`src/rtl/quad_step_encoder_pkg.sv`:
```
// ------------------------------------------------------------------
// quad_pkg: FSM states, {A,B} phase constants and the phase sequencer
// Rev 1.0
// ------------------------------------------------------------------
`default_nettype none

package quad_pkg;

  typedef enum logic [0:0] {
    IDLE = 1'b0,
    HOLD = 1'b1
  } state_t;

  localparam logic [1:0] PH_00 = 2'b00;
  localparam logic [1:0] PH_10 = 2'b10;
  localparam logic [1:0] PH_11 = 2'b11;
  localparam logic [1:0] PH_01 = 2'b01;

  // Up walks 00->10->11->01 (A leads B); down walks the same ring backwards.
  function automatic logic [1:0] next_phase(input logic [1:0] phase, input logic dir);
    logic [1:0] nxt;
    case (phase)
      PH_00:   nxt = dir ? PH_10 : PH_01;
      PH_10:   nxt = dir ? PH_11 : PH_00;
      PH_11:   nxt = dir ? PH_01 : PH_10;
      default: nxt = dir ? PH_00 : PH_11;
    endcase
    return nxt;
  endfunction

endpackage

`default_nettype wire

```
`src/rtl/quad_step_encoder_if.sv`:
```
// ------------------------------------------------------------------
// quad_step_encoder_if: step request valid/ready handshake
// Rev 1.0
// ------------------------------------------------------------------
`default_nettype none

interface quad_step_encoder_if;
  logic step_valid;
  logic step_dir;
  logic step_ready;

  modport master (
    output step_valid,
    output step_dir,
    input  step_ready
  );

  modport slave (
    input  step_valid,
    input  step_dir,
    output step_ready
  );
endinterface

`default_nettype wire

```
`src/rtl/quad_step_encoder_hold_timer.sv`:
```
// ------------------------------------------------------------------
// quad_hold_timer: loadable down-counter that parks at zero
// Rev 1.0
// ------------------------------------------------------------------
`default_nettype none

module quad_hold_timer #(
  parameter int WIDTH = 3
) (
  input  wire logic             clk,
  input  wire logic             rst,
  input  wire logic             load,
  input  wire logic [WIDTH-1:0] load_val,
  output logic                  zero,
  output logic                  one
);

  logic [WIDTH-1:0] count_q;
  logic [WIDTH-1:0] count_d;

  always_comb begin
    count_d = count_q;
    if (load) begin
      count_d = load_val;
    end else if (count_q != '0) begin
      count_d = count_q - WIDTH'(1);
    end
  end

  always_ff @(posedge clk) begin
    if (!rst) begin
      count_q <= '0;
    end else begin
      count_q <= count_d;
    end
  end

  assign zero = (count_q == '0);
  assign one  = (count_q == WIDTH'(1));

endmodule

`default_nettype wire

```
`src/rtl/quad_step_encoder.sv`:
```
// ------------------------------------------------------------------
// quad_step_encoder: step commands to A/B quadrature with position mirror
// Rev 1.0
// ------------------------------------------------------------------
`default_nettype none

module quad_step_encoder
  import quad_pkg::*;
#(
  parameter int HOLD_CYCLES = 4,
  parameter int POS_W       = 4
) (
  input  wire logic             clk,
  input  wire logic             rst,
  quad_step_encoder_if.slave    step,
  output logic                  quad_a,
  output logic                  quad_b,
  output logic [POS_W-1:0]      position,
  output logic                  busy,
  output logic                  step_done
);

  localparam int               TMR_W      = $clog2(HOLD_CYCLES + 1);
  localparam logic [TMR_W-1:0] TMR_LOAD   = TMR_W'(HOLD_CYCLES - 1);
  localparam logic             ONE_CYCLE  = (HOLD_CYCLES == 1);

  state_t             state_q, state_d;
  logic [1:0]         phase_q, phase_d;
  logic [POS_W-1:0]   position_q, position_d;
  logic               ready_q, ready_d;
  logic               busy_q, busy_d;
  logic               done_q, done_d;
  logic               accept;
  logic               tmr_zero;
  logic               tmr_one;

  quad_hold_timer #(
    .WIDTH (TMR_W)
  ) u_hold_timer (
    .clk      (clk),
    .rst      (rst),
    .load     (accept),
    .load_val (TMR_LOAD),
    .zero     (tmr_zero),
    .one      (tmr_one)
  );

  // ready_q is cleared by reset, so nothing is accepted until one edge after release.
  assign accept = ready_q && step.step_valid;

  always_comb begin
    state_d    = state_q;
    phase_d    = phase_q;
    position_d = position_q;
    case (state_q)
      IDLE: begin
        if (accept) begin
          state_d    = HOLD;
          phase_d    = next_phase(phase_q, step.step_dir);
          position_d = step.step_dir ? position_q + POS_W'(1) : position_q - POS_W'(1);
        end
      end
      default: begin
        if (tmr_zero) begin
          state_d = IDLE;
        end
      end
    endcase
    // step_done is registered, so raise it one edge before the timer reaches zero.
    done_d  = accept ? ONE_CYCLE : ((state_q == HOLD) && tmr_one);
    ready_d = (state_d == IDLE);
    busy_d  = (state_d == HOLD);
  end

  always_ff @(posedge clk) begin
    if (!rst) begin
      state_q    <= IDLE;
      phase_q    <= PH_00;
      position_q <= '0;
      ready_q    <= 1'b0;
      busy_q     <= 1'b0;
      done_q     <= 1'b0;
    end else begin
      state_q    <= state_d;
      phase_q    <= phase_d;
      position_q <= position_d;
      ready_q    <= ready_d;
      busy_q     <= busy_d;
      done_q     <= done_d;
    end
  end

  assign step.step_ready = ready_q;
  assign quad_a          = phase_q[1];
  assign quad_b          = phase_q[0];
  assign position        = position_q;
  assign busy            = busy_q;
  assign step_done       = done_q;

endmodule

`default_nettype wire

```
`src/flat_wrapper.sv`:
```
// flat-port wrapper written by rule: the top's interface ports become plain ports
module quad_step_encoder_flat import quad_pkg::*;
#(
  parameter int HOLD_CYCLES = 4,
  parameter int POS_W       = 4
)
  (clk, rst, quad_a, quad_b, position, busy, step_done, step_step_valid, step_step_dir, step_step_ready);
  quad_step_encoder_if step_i ();
  input  wire logic clk;
  input  wire logic rst;
  output logic quad_a;
  output logic quad_b;
  output logic [POS_W-1:0] position;
  output logic busy;
  output logic step_done;
  input wire logic [$bits(step_i.step_valid)-1:0] step_step_valid;
  input wire logic [$bits(step_i.step_dir)-1:0] step_step_dir;
  output wire logic [$bits(step_i.step_ready)-1:0] step_step_ready;
  assign step_i.step_valid = step_step_valid;
  assign step_i.step_dir = step_step_dir;
  assign step_step_ready = step_i.step_ready;
  quad_step_encoder #(.HOLD_CYCLES(HOLD_CYCLES), .POS_W(POS_W)) u_core (.clk(clk), .rst(rst), .step(step_i), .quad_a(quad_a), .quad_b(quad_b), .position(position), .busy(busy), .step_done(step_done));
endmodule
```
`config.mk`:
```
export PLATFORM = sky130hd
export DESIGN_NAME = quad_step_encoder_flat
export DESIGN_NICKNAME = d
export VERILOG_FILES = /design/src/rtl/quad_step_encoder_pkg.sv /design/src/rtl/quad_step_encoder_if.sv /design/src/rtl/quad_step_encoder_hold_timer.sv /design/src/rtl/quad_step_encoder.sv /design/src/flat_wrapper.sv
export SDC_FILE = /design/constraint.sdc
export NUM_CORES = 1
export LEC_CHECK = 0
export CAP_MARGIN = 5
export CORE_MARGIN = 4
export CORE_UTILIZATION = 30
export DETAILED_ROUTE_END_ITERATION = 10
export PLACE_DENSITY = 0.52
export SLEW_MARGIN = 20
export SYNTH_ARGS = -nofsm -noshare
export SYNTH_HDL_FRONTEND = slang
export SYNTH_SLANG_ARGS = --single-unit
```
`constraint.sdc`:
```
create_clock -name clk -period 3.5 [get_ports clk]
set_input_delay 0.35 -clock clk [delete_from_list [all_inputs] [get_ports clk]]
set_output_delay 0.35 -clock clk [all_outputs]
set_load 0.01 [all_outputs]
```
==> impl_metrics.py, run 1 <==
metrics = {
    "logic_synthesis": {
        "syn_area_um2": 599,
        "yosysWarnings": 0,
        "synth_area_leader_cell": "dfxtp_1",
        "synthFlopType": "dfxtp_1",
        "syn_inst": 63,
        "synth.area.top_cells": "dfxtp_1 (40%), ha_1 (10%), xnor2_1 (5.8%), a21boi_0 (5.0%), nand2_1 (5.0%)",
        "async_reset_ff_share_pct": 0,
        "synth_cell_types": 24,
        "synth_top_area_share_pct": 40.1,
        "yosysMostFrequentCell": "dfxtp_1",
        "yosysSeqAreaShare_pct": 40.1,
        "synth.top_cells.by_count": "dfxtp_1 (12), nand2_1 (8), ha_1 (5)",
        "ys_ff_latch": 12,
        "synth_edf_count": 0,
        "avgSynthCellArea_um2": 9.51,
        "postSynthNetCount": 73,
    },
    "finish": {
        "fillCellCount": 188,
        "stdcell_count": 101,
        "syn2layout_area_growth_pct": 26.5,
        "nNetsFinal": 88,
        "drive_gt1_share_pct": 3.95,
        "multi_input_area_um2": 329,
        "final_area_um2": 758,
        "n_antenna_cell": 0,
        "regArea_um2": 240,
    },
    "power_and_ir_drop": {
        "peakVddDrop_mv": 0.251,
        "p_clk_share_pct": 20.7,
        "swShare_pct": 33.7,
        "p_comb_share_pct": 35.2,
        "switchingPower_uw": 141,
        "cellPowerDensity_nw_per_um2": 552,
        "power.internal_uw": 277,
        "power_frac_seq_pct": 44.1,
        "p_leak_nw": 0.338,
    },
    "placement": {
        "dp_cells": 98,
        "gp_congestion": 0.716,
        "portBuffers": 12,
        "place_hpwl_um": 816,
        "placed_cell_area_um2": 736,
        "detailedPlace.worstSlack_ns": 0.894,
    },
    "cts": {
        "clockRootBuffer": "clkbuf_4",
        "clkTransAtPathRegs_ns": 0.08,
        "hold_buffers": 0,
        "cts.path.max_buffers": 2,
        "postCtsSetupBuffers": 0,
        "cts.sinks": 12,
        "cts_buffers": 3,
        "htreeDepth": 1,
        "clk_latency_ns": 0.27,
        "ctsResizeCount": 0,
        "tritoncts": "done",
    },
    "floorplanning": {
        "rows": 15,
        "core-area_um2": 1800,
        "io_pins": 13,
        "die_h_um": 52.7,
        "die-area_um2": 2780,
        "start_util_pct": 33.3,
        "die_w_um": 52.7,
    },
    "global_route": {
        "overflow": 0,
        "antenna_found_initial": 0,
        "grt_pass1_wl_um": 1960,
        "grt_max_degree": 12,
        "grt_pass1_vias": 455,
        "gr-usage-all-layers_pct": 10.4,
    },
    "drt": {
        "wl_met1_um": 572,
        "met3WireLength_um": 37,
        "routed_wl_um": 1120,
        "drtPass1Iterations": 3,
        "wl_per_cell_um": 11.1,
        "postRouteAntennaNets": 0,
        "highest_layer": "met4",
        "vias": 468,
        "via_per_inst": 4.63,
        "met2_length_um": 450,
        "drc_errors": 0,
        "drt-initial-drc-count": 9,
    },
    "timing": {
        "finalCritPeriodShare_pct": 66.2,
        "period_needed_ns": 2.32,
        "hold_viol_final": 0,
        "holdWs_ns": 0.480,
        "slew-limit-headroom_pct": 75.6,
        "skew_ns": 0.00704,
        "slew_violations": 0,
        "setup_viol": 0,
        "fin_ws_ns": 1.18,
        "worst_pin_slew_ns": 0.366,
        "rsz0062_at_grt": "false",
        "max_freq_mhz": 432,
        "fin_setup_tns_ns": 0,
    },
    "status": {
        "status": "finished, final reports clean",
    },
    "critical_path": {
        "end_kind": "flop",
        "path_class": "input port to flop",
        "worst_r2r_path_depth": 5,
        "crit_required_ns": 3.67,
        "cp_max_fo": 5,
        "worstPathArrival_ns": 2.49,
        "cp-start-kind": "input port",
    },
    "job": {
        "cap_violations": 0,
    },
    "min_path": {
        "whs_path_depth": 1,
        "hold_path_class": "flop to flop",
    },
}
[cell usage in the layout (no fill, tap or decap)]
| cell type | synthesis | final |
|---|---|---|
| o21a_1 | 1 | 1 |
| xnor2_1 | 4 | 4 |
| o21ai_0 | 3 | 3 |
| and3_1 | 2 | 2 |
| and3b_1 | 1 | 1 |
| fa_1 | 1 | 1 |
| xor2_1 | 1 | 1 |
| inv_1 | 4 | 4 |
| clkdlybuf4s50_1 | 0 | 12 |
| o211ai_1 | 1 | 1 |
| nor2b_1 | 1 | 1 |
| o211a_1 | 2 | 2 |
| nor2_1 | 1 | 1 |
| ha_1 | 5 | 5 |
| dfxtp_1 | 12 | 12 |
| a21oi_1 | 3 | 3 |
| nand2_1 | 8 | 8 |
| a21boi_0 | 4 | 4 |
| or4b_1 | 1 | 1 |
| and2_1 | 2 | 2 |
| clkbuf_4 | 0 | 3 |
| nor3_1 | 2 | 2 |
| nand2b_1 | 1 | 1 |
| a21o_1 | 1 | 1 |
[area by class of cell]
class | count | share of cell area (%)
Tap cell | 25 | 4.13
Multi-Input combinational cell | 45 | 43.4
Timing Repair Buffer | 12 | 15.8
Inverter | 4 | 1.98
Clock buffer | 3 | 2.97
Sequential cell | 12 | 31.7
[layer usage]
layer	GRT usage, %	vias up
met5	0	-
met3	1.71	5
met4	12.8	0
li1	-	241
met1	12.2	209
met2	14.0	13
[power groups by stage]
| stage | registers (mW) | clock network (mW) | logic (mW) |
|---|---|---|---|
| 2_1_floorplan | 0.189 | 0 | 0.103 |
| 3_3_place_gp | 0.188 | 0 | 0.147 |
| 3_5_place_dp | 0.188 | 0 | 0.148 |
| 4_1_cts | 0.185 | 0.0925 | 0.149 |
| 5_1_grt | 0.188 | 0.0970 | 0.169 |
| 6_report | 0.184 | 0.0866 | 0.147 |
[cell families after synthesis]
kind of cell | Yosys count | synth area share, %
XOR/XNOR | 5 | 7.31
adder cells (fa/ha/maj) | 6 | 13.8
AND/OR/NAND/NOR | 19 | 16.7
buffers and inverters | 6 | 5.01
AO/OA/AOI/OAI | 15 | 17.1
flip-flops | 12 | 40.1
[worst max-delay path, stage by stage]
cell and delay (ns):
clkdlybuf4s50_1 0.57, inv_1 0.12, ha_1 0.35, and3_1 0.19, or4b_1 0.53, and3_1 0.20
o21a_1 0.17
[final timing paths]
path,start,to,slack [ns]
hold / removal,u_core.u_hold_timer.count_q[2]$_SDFFE_PP0N_,u_core.step_done$_SDFF_PP0_,0.48
setup reg to reg,u_core.position[2]$_SDFFE_PN0P_,u_core.position[3]$_SDFFE_PN0P_,1.66
setup / recovery,step_step_dir,u_core.position[3]$_SDFFE_PN0P_,1.18
hold reg to reg,u_core.u_hold_timer.count_q[2]$_SDFFE_PP0N_,u_core.step_done$_SDFF_PP0_,0.48
[state kept, by name, summed over array words and instances, names as in the netlist]
register / cells
u_core.u_hold_timer.count_q: 3
u_core.position: 4
u_core.phase_q: 2
u_core.state_q: 1
u_core.step_done: 1
u_core.step.step_ready: 1
[per-stage QoR]
step / utilization (%) / power (mW)
after floorplan: - / 0.292
after global placement: 40.8 / 0.335
after detailed placement: 40.8 / 0.336
after CTS: 42.1 / 0.427
after global routing: 42.1 / 0.454
final: 42.1 / 0.418
No activity file was read; power rests on OpenSTA's default activity.
==> inputs of run 2 (changes only) <==
==> constraint.sdc (replaced) <==
create_clock -name clk -period 2.4 [get_ports clk]
set_input_delay 0.24 -clock clk [delete_from_list [all_inputs] [get_ports clk]]
set_output_delay 0.24 -clock clk [all_outputs]
set_load 0.01 [all_outputs]
==> impl_metrics.py, run 2 (same netlist as run 1, synthesis figures left out) <==
metrics = {
    "status": {
        "status": "finished, final reports clean",
    },
    "timing": {
        "fin_setup_tns_ns": 0,
        "finalCritPeriodShare_pct": 86.2,
        "skew_ns": 0.00122,
        "slew_violations": 0,
        "fin_ws_ns": 0.332,
        "max_freq_mhz": 484,
        "holdWs_ns": 0.477,
        "hold_viol_final": 0,
        "slew-limit-headroom_pct": 76.2,
        "period_needed_ns": 2.07,
        "setup_viol": 0,
        "worst_pin_slew_ns": 0.356,
        "rsz0062_at_grt": "false",
    },
    "cts": {
        "clk_latency_ns": 0.26,
        "tritoncts": "done",
        "clockRootBuffer": "clkbuf_4",
        "postCtsSetupBuffers": 0,
        "cts.sinks": 12,
        "clkTransAtPathRegs_ns": 0.07,
        "cts.path.max_buffers": 2,
        "cts_buffers": 3,
        "ctsResizeCount": 0,
        "hold_buffers": 0,
        "htreeDepth": 1,
    },
    "critical_path": {
        "cp-startpoint": "step_step_dir",
        "path_class": "input port to flop",
        "slowest_stage": "or4b_1",
        "crit_required_ns": 2.56,
        "critPathMostFrequentCell": "and3_1",
        "cp-start-kind": "input port",
        "cpPeakStageDelay_ns": 0.52,
        "r2r-start": "u_core.position[2]$_SDFFE_PN0P_",
        "critPathTopFamily": "simple AND/OR/NAND/NOR gates",
        "cp_max_fo": 3,
        "critical_path.cell_chain": "clkdlybuf4s50_1, inv_1, ha_1, and3_1, or4b_1, and3_1, o21a_1",
        "worstPathArrival_ns": 2.23,
        "end_kind": "flop",
        "path_buf_inv": 2,
    },
    "power_and_ir_drop": {
        "total_power_uw": 610,
        "p_leak_nw": 0.348,
        "power.internal_uw": 408,
        "p_comb_share_pct": 35.8,
        "peakVddDrop_mv": 0.333,
        "swShare_pct": 33.2,
        "cellPowerDensity_nw_per_um2": 789,
        "p_clk_share_pct": 20.0,
        "power_frac_seq_pct": 44.2,
        "switchingPower_uw": 202,
    },
    "floorplanning": {
        "core-area_um2": 1800,
        "die_h_um": 52.7,
        "die_w_um": 52.7,
        "die-area_um2": 2780,
        "io_pins": 13,
        "start_util_pct": 33.3,
        "rows": 15,
    },
    "finish": {
        "nNetsFinal": 90,
        "drive_gt1_share_pct": 6.41,
        "final_area_um2": 773,
        "n_antenna_cell": 0,
        "syn2layout_area_growth_pct": 29.0,
        "final_cell_mix": "clkdlybuf4s50_1 (12), dfxtp_1 (12), nand2_1 (8)",
        "largest_register_ffs": 4,
    },
    "global_route": {
        "grt_max_degree": 12,
        "gr-usage-all-layers_pct": 10.8,
        "grt_pass1_wl_um": 2080,
        "overflow": 0,
        "grt_pass1_vias": 454,
        "antenna_found_initial": 0,
    },
    "drt": {
        "vias": 479,
        "drc_errors": 0,
        "drtPass1Iterations": 4,
        "postRouteAntennaNets": 0,
        "wl_per_cell_um": 11.5,
        "routed_wl_um": 1180,
        "via_per_inst": 4.65,
        "drt-initial-drc-count": 5,
    },
    "min_path": {
        "hp-start": "u_core.u_hold_timer.count_q[2]$_SDFFE_PP0N_",
        "hold_path_class": "flop to flop",
    },
    "placement": {
        "placed_cell_area_um2": 751,
        "portBuffers": 12,
        "place_hpwl_um": 869,
        "gp_congestion": 0.721,
        "detailedPlace.worstSlack_ns": 0.0636,
    },
    "job": {
        "cap_violations": 0,
    },
}
## run 2: changes by cell type in the layout (fill, tap and decap cells not counted)
cell   previous run  this run
buf_4             0         2
## run 2: worst paths after layout
kind                            cells past startpoint  slack, ns                         endpoint
worst min register to register                      1       0.48      u_core.step_done$_SDFF_PP0_
worst min-delay path                                1       0.48      u_core.step_done$_SDFF_PP0_
worst max register to register                      5       0.58  u_core.position[3]$_SDFFE_PN0P_
worst max-delay path                                7       0.33  u_core.position[3]$_SDFFE_PN0P_
## run 2: layer usage
metal	vias to the layer above	routed length [um]	part of all wire [%]	global-route usage, %
li1	242	-	-	-
met1	223	589	50	13.8
met2	12	523	44	14.7
met3	2	40	3.4	2.85
met4	0	27	2.3	8.94
met5	-	0	0	0
## run 2: worst reg2reg max path, delay by kind of cell (launching register included)
family          cells  cell delay, ns
fa+ha+maj           1            0.31
flops               1            0.33
compound gates      1            0.18
simple gates        3            0.91
## run 2: metrics by stage
step	instances	util [%]
floorplan	63	-
global placement	100	41.7
detailed placement	100	41.7
CTS	103	42.9
global route	103	42.9
finish	103	42.9
## run 2: cell type report
| class | count | area, um2 |
|---|---|---|
| inverters | 4 | 15.0 |
| fillers | 192 | 1030 |
| multi-input cells | 45 | 329 |
| repair buffers | 14 | 135 |
| clock buffers | 3 | 22.5 |
| well taps | 25 | 31.3 |
| flip-flops and latches | 12 | 240 |
## run 2: power by group through the flow
stage | sequential [mW] | clock (mW) | combinational [mW]
detailed placement | 0.275 | 0 | 0.221
global route | 0.274 | 0.139 | 0.259
finish | 0.270 | 0.122 | 0.219
floorplan | 0.276 | 0 | 0.150
CTS | 0.270 | 0.129 | 0.223
global placement | 0.274 | 0 | 0.218
==> patch, RTL diff (flow settings as in run 1) <==
`HOLD_CYCLES` is set to 4 in 2 places; all go to 2.
--- a/src/rtl/quad_step_encoder.sv
+++ b/src/rtl/quad_step_encoder.sv
@@ -7,7 +7,7 @@
 module quad_step_encoder
   import quad_pkg::*;
 #(
-  parameter int HOLD_CYCLES = 4,
+  parameter int HOLD_CYCLES = 2,
   parameter int POS_W       = 4
 ) (
   input  wire logic             clk,
--- a/src/flat_wrapper.sv
+++ b/src/flat_wrapper.sv
@@ -1,7 +1,7 @@
 // flat-port wrapper written by rule: the top's interface ports become plain ports
 module quad_step_encoder_flat import quad_pkg::*;
 #(
-  parameter int HOLD_CYCLES = 4,
+  parameter int HOLD_CYCLES = 2,
   parameter int POS_W       = 4
 )
   (clk, rst, quad_a, quad_b, position, busy, step_done, step_step_valid, step_step_dir, step_step_ready);
Behaviour: not the same (Yosys sat finds a counterexample within 4 cycles, from zero or initial values and one cycle with rst low).
==> patch against run 1 <==
  * Sequential cell count shrank 1
  * Synthesized cell count is 13% lower
  * Hold slack lost 0.0059 ns
  * Clock skew decreased by 0.0031 ns
  * Wire length fell by 7.9%
  * Non-clock buffer count unchanged
  * Utilization grew 2.1 points
  * Cell count is 6.9% lower
  * Register-to-register slack improved by 0.49 ns
  * Worst setup slack improved by 0.49 ns
  * Final area down 7.1%
  * Synthesized area is 11% lower
  * Total power is 12% lower
  * Critical path type unchanged
  * Largest power group unchanged
  * Highest routed layer unchanged
==> patch: results (changes against run 1) <==
| Metric | Value |
|---|---|
| Flop pwr share | `0.444 (was 0.441)` |
| Status | `finished, final reports clean (unchanged)` |
| Synth Area in Compound Gates | `0.151 (was 0.171)` |
| CP max stage delay | `0.55 ns (was 0.57 ns)` |
| Yosys top cell area share | `0.414 (was 0.401)` |
| Share of cells above drive strength 1 | `0.0571 (was 0.0395)` |
| Min-delay src | `u_core.position[3]$_SDFFE_PN0P_ (was u_core.u_hold_timer.count_q[2]$_SDFFE_PP0N_)` |
| Iter 0 DRT Violations | `3 (was 9)` |
| Clk pwr share | `0.243 (was 0.207)` |
| Seq area share | `0.313 (was 0.317)` |
| # clk buffers | `4 (was 3)` |
| Vias per inst | `4.52 (was 4.63)` |
| First-pass GRT wire length | `1.79 mm (was 1.96 mm)` |
| Drt pass-1 iters | `2 (was 3)` |
| Worst Max-Slew Pin Slew | `0.367 ns (was 0.366 ns)` |
| Clock-cell share | `0.0373 (was 0.0297)` |
| LEAKAGE | `0.000302 µW (was 0.000338 µW)` |
| Area share of fa/ha/maj cells after synthesis | `0.132 (was 0.138)` |
| Non-clk buf share | `0.171 (was 0.158)` |
| Clock Skew | `0.00390 ns (was 0.00704 ns)` |
| Synth cell count leaders | `11 x dfxtp_1, 7 x nand2_1, 4 x ha_1, 4 x inv_1 (was 12 x dfxtp_1, 8 x nand2_1, 5 x ha_1)` |
| Inserted Clock Buffers | `3 (unchanged)` |
| Pin count of the biggest net entering global routing | `13 (was 12)` |
| # fillers | `167 (was 188)` |
| WHS Endpoint | `u_core.position[3]$_SDFFE_PN0P_ (was u_core.step_done$_SDFF_PP0_)` |
| Share of cell area taken by multi-input logic gates | `0.416 (was 0.434)` |
| Syn nets | `64 (was 73)` |
| Vias in the first global route | `422 (was 455)` |
| R2R setup slack | `2.15 ns (was 1.66 ns)` |
| Mux cell area share after synthesis | `0.0188 (was 0)` |
| Post-Synth XOR/XNOR Area | `0.0824 (was 0.0731)` |
| Post-synthesis sequential area ratio | `0.414 (was 0.401)` |
| Worst hold path depth | `2 (was 1)` |
| Final HPWL DP | `746 µm (was 816 µm)` |
| Total GRT Usage | `0.0994 (was 0.104)` |
| Nets | `80 (was 88)` |
| Multi-In Gates | `39 (was 45)` |
-- patch: cell families (layout without fill, tap and decap cells) --
group                    count (synthesis)  count (layout)
multiplexers                             1               1
AO/OA/AOI/OAI                           12              12
adder cells (fa/ha/maj)                  5               5
flip-flops                              11              11
XOR/XNOR                                 5               5
AND/OR/NAND/NOR                         16              16
buffers and inverters                    5              20
-- patch: through the flow --
stage / power, µW / instance area, µm² / worst slack, ns / std cells / hold WS, ns
floorplan: 244 / 532 / 2.10 / 55 / 0.486
global placement: 282 / 678 / 1.46 / 90 / 0.455
detailed placement: 284 / 678 / 1.39 / 90 / 0.468
CTS: 378 / 704 / 1.68 / 94 / 0.478
global route: 402 / 704 / 1.56 / 94 / 0.502
finish: 369 / 704 / 1.67 / 94 / 0.474
-- patch: per-layer routing --
layer  track usage  routed length (µm)  vias to the layer above
met5             0                   0                        -
met4        0.0829                  29                        0
met3        0.0452                  66                        4
met2         0.146                 452                        9
met1         0.109                 485                      197
li1              -                   -                      215
